### config.mk
export PLATFORM = sky130hd
export DESIGN_NAME = render_write_arbiter_flat
export DESIGN_NICKNAME = d
export VERILOG_FILES = /design/src/rtl/render_write_arbiter_if.sv /design/src/rtl/render_write_arbiter.sv /design/src/flat_wrapper.sv
export SDC_FILE = /design/constraint.sdc
export NUM_CORES = 1
export LEC_CHECK = 0
export CAP_MARGIN = 20
export CORE_AREA = 2 2 123 125
export CTS_CLUSTER_DIAMETER = 50
export DETAILED_ROUTE_END_ITERATION = 16
export DIE_AREA = 0 0 125 127
export PLACE_DENSITY = 0.68
export SYNTH_ARGS = -nofsm -noshare
export SYNTH_HDL_FRONTEND = slang
export SYNTH_SLANG_ARGS = --single-unit
export TNS_END_PERCENT = 5
### constraint.sdc
create_clock -name clk -period 4.7 [get_ports clk]
set_input_delay 0.705 -clock clk [delete_from_list [all_inputs] [get_ports clk]]
set_output_delay 0.705 -clock clk [all_outputs]
set_load 0.02 [all_outputs]
### src/rtl/render_write_arbiter_if.sv
// Engine-side and MCB-side signal bundle of the render write arbiter.
// The arbiter connects through the slave modport; engines and the MCB drive master.
interface render_write_arbiter_if #(
  parameter int unsigned NUM_ENGINES = 4,
  parameter int unsigned WADDR_W     = 21
);
  logic                                  mem_calib_done;
  logic [NUM_ENGINES-1:0]                eng_req;
  logic [NUM_ENGINES-1:0][WADDR_W-1:0]   eng_addr;
  logic [NUM_ENGINES-1:0][31:0]          eng_data;
  logic [NUM_ENGINES-1:0]                eng_valid;
  logic [NUM_ENGINES-1:0]                eng_last;
  logic [NUM_ENGINES-1:0]                eng_ready;
  logic [NUM_ENGINES-1:0]                eng_grant;
  logic [NUM_ENGINES-1:0]                eng_frame_done;
  logic                                  wr_full;
  logic                                  wr_en;
  logic [31:0]                           wr_data;
  logic [3:0]                            wr_mask;
  logic                                  cmd_full;
  logic                                  cmd_en;
  logic [2:0]                            cmd_instr;
  logic [5:0]                            cmd_bl;
  logic [29:0]                           cmd_byte_addr;
  logic                                  display_frame;
  logic                                  frame_swap;

  modport slave (
    input  mem_calib_done, eng_req, eng_addr, eng_data, eng_valid, eng_last, eng_frame_done,
    input  wr_full, cmd_full,
    output eng_ready, eng_grant, wr_en, wr_data, wr_mask,
    output cmd_en, cmd_instr, cmd_bl, cmd_byte_addr, display_frame, frame_swap
  );

  modport master (
    output mem_calib_done, eng_req, eng_addr, eng_data, eng_valid, eng_last, eng_frame_done,
    output wr_full, cmd_full,
    input  eng_ready, eng_grant, wr_en, wr_data, wr_mask,
    input  cmd_en, cmd_instr, cmd_bl, cmd_byte_addr, display_frame, frame_swap
  );
endinterface

### src/rtl/render_write_arbiter.sv
// Round-robin burst arbiter from N rendering engines onto one MCB write port, issuing one
// WRITE command per burst and owning the double-buffered display/write frame selector.
module render_write_arbiter #(
  parameter int unsigned NUM_ENGINES = 4,
  parameter int unsigned BURST_LEN   = 16,
  parameter int unsigned WADDR_W     = 21,
  parameter logic [29:0] FRAME0_BASE = 30'h0000000,
  parameter logic [29:0] FRAME1_BASE = 30'h0800000
) (
  input  logic                  clk,
  input  logic                  resetn,
  render_write_arbiter_if.slave bus
);

  localparam int unsigned IdxW = (NUM_ENGINES > 1) ? $clog2(NUM_ENGINES) : 1;
  localparam int unsigned CntW = 7;

  typedef enum logic [1:0] {StIdle, StXfer, StCmd} state_e;

  state_e                 state_q, state_d;
  logic [IdxW-1:0]        rr_q, rr_d;
  logic [IdxW-1:0]        gidx_q, gidx_d;
  logic [NUM_ENGINES-1:0] grant_q, grant_d;
  logic [NUM_ENGINES-1:0] done_q, done_d;
  logic [CntW-1:0]        count_q, count_d;
  logic [29:0]            addr_q, addr_d;
  logic                   display_q, display_d;
  logic                   swap_q, swap_d;

  logic                   found;
  logic [IdxW-1:0]        pick;
  logic [IdxW-1:0]        cand;
  logic [29:0]            wbase;
  logic                   xfer;
  logic                   burst_end;

  // The write frame is always the one not being displayed.
  assign wbase     = display_q ? FRAME0_BASE : FRAME1_BASE;
  assign xfer      = (state_q == StXfer) && bus.eng_valid[gidx_q] && !bus.wr_full;
  assign burst_end = bus.eng_last[gidx_q] || (count_q == CntW'(BURST_LEN - 1));

  // First requester at or after the round-robin pointer, wrapping.
  always_comb begin
    found = 1'b0;
    pick  = '0;
    cand  = '0;
    for (int k = 0; k < int'(NUM_ENGINES); k++) begin
      cand = IdxW'((int'(rr_q) + k) % int'(NUM_ENGINES));
      if (!found && bus.eng_req[cand]) begin
        found = 1'b1;
        pick  = cand;
      end
    end
  end

  always_ff @(posedge clk or negedge resetn) begin
    if (!resetn) begin
      state_q   <= StIdle;
      rr_q      <= '0;
      gidx_q    <= '0;
      grant_q   <= '0;
      done_q    <= '0;
      count_q   <= '0;
      addr_q    <= '0;
      display_q <= 1'b0;
      swap_q    <= 1'b0;
    end else begin
      state_q   <= state_d;
      rr_q      <= rr_d;
      gidx_q    <= gidx_d;
      grant_q   <= grant_d;
      done_q    <= done_d;
      count_q   <= count_d;
      addr_q    <= addr_d;
      display_q <= display_d;
      swap_q    <= swap_d;
    end
  end

  always_comb begin
    state_d   = state_q;
    rr_d      = rr_q;
    gidx_d    = gidx_q;
    grant_d   = grant_q;
    count_d   = count_q;
    addr_d    = addr_q;
    display_d = display_q;
    swap_d    = 1'b0;
    done_d    = done_q | bus.eng_frame_done;
    unique case (state_q)
      StIdle: begin
        if (&done_q) begin
          // Pulses arriving this cycle seed the next frame's flags.
          display_d = ~display_q;
          swap_d    = 1'b1;
          done_d    = bus.eng_frame_done;
        end else if (bus.mem_calib_done && found) begin
          state_d       = StXfer;
          gidx_d        = pick;
          grant_d       = '0;
          grant_d[pick] = 1'b1;
          count_d       = '0;
          addr_d        = wbase + 30'({bus.eng_addr[pick], 2'b00});
          rr_d          = (pick == IdxW'(NUM_ENGINES - 1)) ? '0 : pick + 1'b1;
        end
      end
      StXfer: begin
        if (xfer) begin
          count_d = count_q + 1'b1;
          if (burst_end) state_d = StCmd;
        end
      end
      StCmd: begin
        if (!bus.cmd_full) begin
          grant_d = '0;
          state_d = StIdle;
        end
      end
      default: state_d = StIdle;
    endcase
  end

  always_comb begin
    bus.eng_grant     = grant_q;
    bus.eng_ready     = ((state_q == StXfer) && !bus.wr_full) ? grant_q : '0;
    bus.wr_en         = xfer;
    bus.wr_data       = (state_q == StXfer) ? bus.eng_data[gidx_q] : '0;
    bus.wr_mask       = 4'b0000;
    bus.cmd_instr     = 3'b000;
    bus.cmd_en        = (state_q == StCmd) && !bus.cmd_full;
    bus.cmd_bl        = (state_q == StCmd) ? 6'(count_q - 1'b1) : '0;
    bus.cmd_byte_addr = addr_q;
    bus.display_frame = display_q;
    bus.frame_swap    = swap_q;
  end

endmodule
### src/flat_wrapper.sv
// flat-port wrapper written by rule: the top's interface ports become plain ports
module render_write_arbiter_flat 
#(
  parameter int unsigned NUM_ENGINES = 4,
  parameter int unsigned BURST_LEN   = 16,
  parameter int unsigned WADDR_W     = 21,
  parameter logic [29:0] FRAME0_BASE = 30'h0000000,
  parameter logic [29:0] FRAME1_BASE = 30'h0800000
)
  (clk, resetn, bus_mem_calib_done, bus_eng_req, bus_eng_addr, bus_eng_data, bus_eng_valid, bus_eng_last, bus_eng_frame_done, bus_wr_full, bus_cmd_full, bus_eng_ready, bus_eng_grant, bus_wr_en, bus_wr_data, bus_wr_mask, bus_cmd_en, bus_cmd_instr, bus_cmd_bl, bus_cmd_byte_addr, bus_display_frame, bus_frame_swap);
  render_write_arbiter_if #(.NUM_ENGINES(NUM_ENGINES), .WADDR_W(WADDR_W)) bus_i ();
  input  logic clk;
  input  logic resetn;
  input wire logic [$bits(bus_i.mem_calib_done)-1:0] bus_mem_calib_done;
  input wire logic [$bits(bus_i.eng_req)-1:0] bus_eng_req;
  input wire logic [$bits(bus_i.eng_addr)-1:0] bus_eng_addr;
  input wire logic [$bits(bus_i.eng_data)-1:0] bus_eng_data;
  input wire logic [$bits(bus_i.eng_valid)-1:0] bus_eng_valid;
  input wire logic [$bits(bus_i.eng_last)-1:0] bus_eng_last;
  input wire logic [$bits(bus_i.eng_frame_done)-1:0] bus_eng_frame_done;
  input wire logic [$bits(bus_i.wr_full)-1:0] bus_wr_full;
  input wire logic [$bits(bus_i.cmd_full)-1:0] bus_cmd_full;
  output wire logic [$bits(bus_i.eng_ready)-1:0] bus_eng_ready;
  output wire logic [$bits(bus_i.eng_grant)-1:0] bus_eng_grant;
  output wire logic [$bits(bus_i.wr_en)-1:0] bus_wr_en;
  output wire logic [$bits(bus_i.wr_data)-1:0] bus_wr_data;
  output wire logic [$bits(bus_i.wr_mask)-1:0] bus_wr_mask;
  output wire logic [$bits(bus_i.cmd_en)-1:0] bus_cmd_en;
  output wire logic [$bits(bus_i.cmd_instr)-1:0] bus_cmd_instr;
  output wire logic [$bits(bus_i.cmd_bl)-1:0] bus_cmd_bl;
  output wire logic [$bits(bus_i.cmd_byte_addr)-1:0] bus_cmd_byte_addr;
  output wire logic [$bits(bus_i.display_frame)-1:0] bus_display_frame;
  output wire logic [$bits(bus_i.frame_swap)-1:0] bus_frame_swap;
  assign bus_i.mem_calib_done = bus_mem_calib_done;
  assign bus_i.eng_req = bus_eng_req;
  assign bus_i.eng_addr = bus_eng_addr;
  assign bus_i.eng_data = bus_eng_data;
  assign bus_i.eng_valid = bus_eng_valid;
  assign bus_i.eng_last = bus_eng_last;
  assign bus_i.eng_frame_done = bus_eng_frame_done;
  assign bus_i.wr_full = bus_wr_full;
  assign bus_i.cmd_full = bus_cmd_full;
  assign bus_eng_ready = bus_i.eng_ready;
  assign bus_eng_grant = bus_i.eng_grant;
  assign bus_wr_en = bus_i.wr_en;
  assign bus_wr_data = bus_i.wr_data;
  assign bus_wr_mask = bus_i.wr_mask;
  assign bus_cmd_en = bus_i.cmd_en;
  assign bus_cmd_instr = bus_i.cmd_instr;
  assign bus_cmd_bl = bus_i.cmd_bl;
  assign bus_cmd_byte_addr = bus_i.cmd_byte_addr;
  assign bus_display_frame = bus_i.display_frame;
  assign bus_frame_swap = bus_i.frame_swap;
  render_write_arbiter #(.NUM_ENGINES(NUM_ENGINES), .BURST_LEN(BURST_LEN), .WADDR_W(WADDR_W), .FRAME0_BASE(FRAME0_BASE), .FRAME1_BASE(FRAME1_BASE)) u_core (.clk(clk), .resetn(resetn), .bus(bus_i));
endmodule
== After elaboration in Yosys (flattened, before gate mapping) ==
Cells that the tools add are included.
Word-level totals
  register bits after elaboration: 53
  bits of input ports: 233
  output and inout bits: 87
  word-level logic and storage cells: 108
Cells by class
  add/sub/neg operators: 7
  order comparisons: 7
  equality and inequality tests: 9
  mux-type cells: 49
  bitwise gates (word level): 3
  reductions and logical operators: 24
Operators by type and width (count)
  $bmux 32 s2: 1
  $mux 32: 2
  $bmux 21 s2: 1
  $add 30x23->30: 1
  $mux 24: 1
  $mux 4: 6
  $mux 21: 1
  $mux 7: 3
  $mux 2: 10
  $lt 2x3->1 const B: 6
  $pmux 7 s2: 1
  $mux 1: 13
  $bmux 1 s2: 6
  $reduce_and 4->1: 3
  $reduce_and 5->1: 2
  $logic_and 1x1->1: 9
  $pmux 4 s2: 1
  $add 7x1->7 const B: 1
  $eq 7x4->1 const B: 1
  $mux 6: 1
  $ne 2x2->1 const B: 3
  $pmux 2 s3: 1
  $sub 6x1->6 const B: 1
  $logic_not 1->1: 5
  other kinds (13): 19

== Depth between registers and ports, before layout ==
  depth after elaboration: 19
  mapped depth: 9

== Worst setup path after synthesis ==
No wires, ideal clock.
  path type: reg-to-output
  start: register u_core.gidx_q[0]
  end: output port bus_wr_data[10]
  arrival: 1.461 ns
  data required time: 3.995 ns
  setup slack: 2.534 ns
  stages on the path, launching flop included: 5
  path buffers: 2
  cell sequence: dfrtp_1 -> buf_6 -> buf_2 -> mux4_2 -> nor2b_1
Between the ends
  longest elaborated chain between the ends: 3
Ends and longest elaborated chain
  start, declared: RTL line render_write_arbiter.sv:22  | logic [IdxW-1:0] gidx_q, gidx_d;
  start signal, assigned: RTL line render_write_arbiter.sv:70  | gidx_q <= gidx_d;
  $bmux 32 s2: RTL line render_write_arbiter.sv:127  | bus.wr_data = (state_q == StXfer) ? bus.eng_data[gidx_q] : '0;
  $mux 32 (not written as such): RTL line render_write_arbiter.sv:127
  $mux 32: RTL line render_write_arbiter.sv:127
  end, declared: RTL line flat_wrapper.sv:26  | output wire logic [$bits(bus_i.wr_data)-1:0] bus_wr_data;
Every way passes these cells. The select of a mux whose other input is x is not followed.

== Final worst setup path ==
  start: register u_core.gidx_q[0]
  end: output port bus_wr_data[31]
Same word-level chain as after synthesis.

==> reports/metrics.csv <==
stage;metric;value;unit
sta;hold_violations;0;
detailed_routing;vias_per_cell;4.76;
placed_design;io_buffers;304;
synthesis;synth_top_flop_cell;dfrtp_1;
critical_path;crit_slowest_cell;dfrtp_2;
grt;grt_remaining_overflow;0;
die;rows;44;
cts;post_cts_buffers;0;
detailed_routing;drc_errors;0;
sta;rsz0062_at_grt;no;
critical_path;critPathCaptureType;output pin;
synthesis;ys_seq_area_share;30.0;%
finish;instances_no_fill;824;
finish;area_growth;87.8;%
cts;cts_root_buf;clkbuf_16;
die;ios;320;
detailed_routing;dr.max_layer_used;met5;
critical_path;worst_ep_arrival_time;2.80;ns
sta;fin_worst_skew;0.00770;ns
grt;grt_pass1_vias;4214;
sta;min_period;3.51;ns
grt;grt_max_degree;46;
placed_design;gp_congestion;0.911;
critical_path;worstPathRequired;3.99;ns
worst_hold_path;hold_path_class;input pin to async pin;
critical_path;cp_cell_sequence;buf_4 -> mux4_2 -> nor2b_1 -> clkdlybuf4s50_1;
synthesis;synth_edf_count;0;
sta;fmax;285;MHz
critical_path;crit_path_start_kind;flop;
cts;cts_buffers;5;
finish;finish.net_count;878;
power_and_ir_drop;power_density;496;nW/µm²
power_and_ir_drop;peakVddDrop;0.220;mV
grt;grtUsageTotal;19.2;%
power_and_ir_drop;p_leak;2.91;nW
finish;nFillCells;1352;
cts;post_cts_resize_count;0;
detailed_routing;antenna_left;0;
power_and_ir_drop;combPwrFrac;67.4;%
flow_run;max-cap-violations;0;
synthesis;ys_warn_count;0;
cts;clk_latency;0.29;ns
synthesis;async_reset_ff_share;100;%
placed_design;dp_hpwl;13000;µm
detailed_routing;drtIter0Drc;172;
synthesis;avgSynthCellArea;10.6;µm²
grt;antenna_found_initial;2;
detailed_routing;m1WireLength;6110;µm
critical_path;crit_family;buffers and inverters;
power_and_ir_drop;swShare;42.1;%
sta;finalMaxSlewViolations;0;
critical_path;crit-reg2reg-capture;u_core.bus.cmd_byte_addr[17];
power_and_ir_drop;clockPowerShare;12.1;%
die;die_h;127;µm
sta;slew_headroom;32.9;%
power_and_ir_drop;sequentialPowerShare;20.5;%
cts;cts_tree;built;
finish;diodes;0;
critical_path;r2r-start;u_core.rr_q[1];
status;status;completed;
sta;setup_tns;0;ns
die;initial_core_util;26.0;%
cts;cts_max_path_buffers;2;
cts;ctsHtreeMaxLevel;2;
sta;setup_viol;0;
cts;clk_pin_slew;0.07;ns
critical_path;r2r_slack;2.26;ns
cts;cts_sinks;45;
power_and_ir_drop;p_switching;0.00147;W
die;core_area;14400;µm²
power_and_ir_drop;p_int;0.00202;W
detailed_routing;dr.pass1.iters;6;
die;die_w;125;µm
detailed_routing;drt-total-wl;15700;µm
detailed_routing;wl_met3;1320;µm
synthesis;synth_area;3750;µm²
sta;finalCritPeriodShare;74.6;%
detailed_routing;via_count;3926;
critical_path;crit_buf_inv;2;
synthesis;synth.distinct_cells;34;
critical_path;worstPathMaxFanout;24;
grt;grt_pass1_wl;23900;µm
critical_path;slowest_delay;0.87;ns
detailed_routing;wl_per_cell;19.1;µm
critical_path;reg2reg_depth;6;
die;die_area;15900;µm²
detailed_routing;met2_length;8030;µm
power_and_ir_drop;power.total;0.00349;W
synthesis;ys_ff_latch;45;
synthesis;synth_cells;352;
finish;drive_gt1_share;8.59;%
sta;worst_pin_slew;1.01;ns
cts;cts_hold_buf;0;
critical_path;crit_type;flop to output pin;
placed_design;placed_cells;815;
-- layout make-up --
class                      count  area (µm²)  area share, %
clock buffer                   5         125           1.78
sequential                    45        1130           16.0
multi-input combinational    267        2360           33.6
tap                          184         230           3.27
inverter                      11        41.3          0.587
timing repair buffer         309        3100           44.1
clock inverter                 3        48.8          0.693
-- power groups by stage --
stage | clock network (W) | logic, W | registers [W]
final | 0.000421 | 0.00236 | 0.000717
after global placement | 0 | 0.00234 | 0.000717
after detailed placement | 0 | 0.00237 | 0.000727
after floorplan | 0 | 0.00132 | 0.000779
after CTS | 0.000435 | 0.00238 | 0.000722
after global routing | 0.000449 | 0.00251 | 0.000749
-- state kept, by name, summed over array words and instances, names as in the netlist --
name / flops
u_core.bus.cmd_byte_addr: 22
u_core.count_q: 7
u_core.bus.eng_grant: 4
u_core.done_q: 4
u_core.gidx_q: 2
u_core.rr_q: 2
u_core.state_q: 2
u_core.bus.display_frame: 1
u_core.bus.frame_swap: 1
-- metrics by stage --
stage	util, %	hold slack (ns)	setup WS (ns)	cell area (µm²)
3_3_place_gp	47.4	0.462	1.44	6840
4_1_cts	48.7	0.488	1.10	7020
2_1_floorplan	-	0.409	2.53	3800
5_1_grt	48.8	0.329	0.980	7040
6_report	48.8	0.311	1.19	7040
3_5_place_dp	47.4	0.471	1.41	6840
-- worst reg2reg max path, delay by kind of cell (launching register included) --
kind | cells | cell delay [ns]
muxes | 1 | 0.23
DFF | 1 | 0.47
buffers and inverters | 1 | 0.18
AOI/OAI and AO/OA | 1 | 0.23
and+or+nand+nor | 3 | 1.16
-- per-layer routing --
layer / vias up / track usage, %
met3: 17 / 5.15
met4: 4 / 3.99
met5: - / 0
met2: 211 / 34.8
li1: 1825 / -
met1: 1869 / 23.0
-- synthesized netlist by cell type (6+ instances only) --
master | instances | area share [%]
dfrtp_1 | 45 | 30
mux4_2 | 34 | 20
mux2i_1 | 49 | 13
xor2_1 | 7 | 1.6
ha_1 | 6 | 2.0
nand2_1 | 43 | 4.3
inv_1 | 11 | 1.1
buf_2 | 9 | 1.2
nor2_1 | 17 | 1.7
nor2b_1 | 33 | 5.5
nor3_1 | 7 | 0.93
clkbuf_1 | 9 | 0.90
buf_4 | 19 | 3.8
o221ai_1 | 21 | 4.9
-- cells by family (layout without fill, tap and decap cells) --
kind of cell | after synthesis | after routing | share of synthesized area [%]
flops | 45 | 45 | 30.0
xor+xnor | 11 | 11 | 2.57
simple gates | 114 | 114 | 15.4
buf+inv | 54 | 328 | 8.64
fa+ha+maj | 6 | 6 | 2.00
other cells | 1 | 15 | 0.100
compound gates | 38 | 38 | 7.78
mux | 83 | 83 | 33.5
-- worst max-delay path by stage --
stage	from	cells after the start	end	slack, ns
after floorplan	u_core.gidx_q[0]	4	bus_wr_data[10]	2.53
after global placement	bus_eng_valid[2]	4	bus_wr_en	1.44
after detailed placement	bus_eng_valid[2]	4	bus_wr_en	1.41
after CTS	u_core.gidx_q[0]	4	bus_wr_data[31]	1.10
after global routing	u_core.gidx_q[0]	4	bus_wr_data[0]	0.98
final	u_core.gidx_q[0]	4	bus_wr_data[31]	1.19
-- cell usage in the layout (no fill, tap or decap), types with 6 or more instances in the layout --
cell,Yosys,final
mux2i_1,49,49
xor2_1,7,7
clkdlybuf4s50_1,0,303
nand2_1,43,43
inv_1,11,11
conb_1,1,15
ha_1,6,6
nor2b_1,33,33
nor3_1,7,7
o221ai_1,21,21
mux4_2,34,34
dfrtp_1,45,44
nor2_1,17,17
No activity file was read; power rests on OpenSTA's default activity.
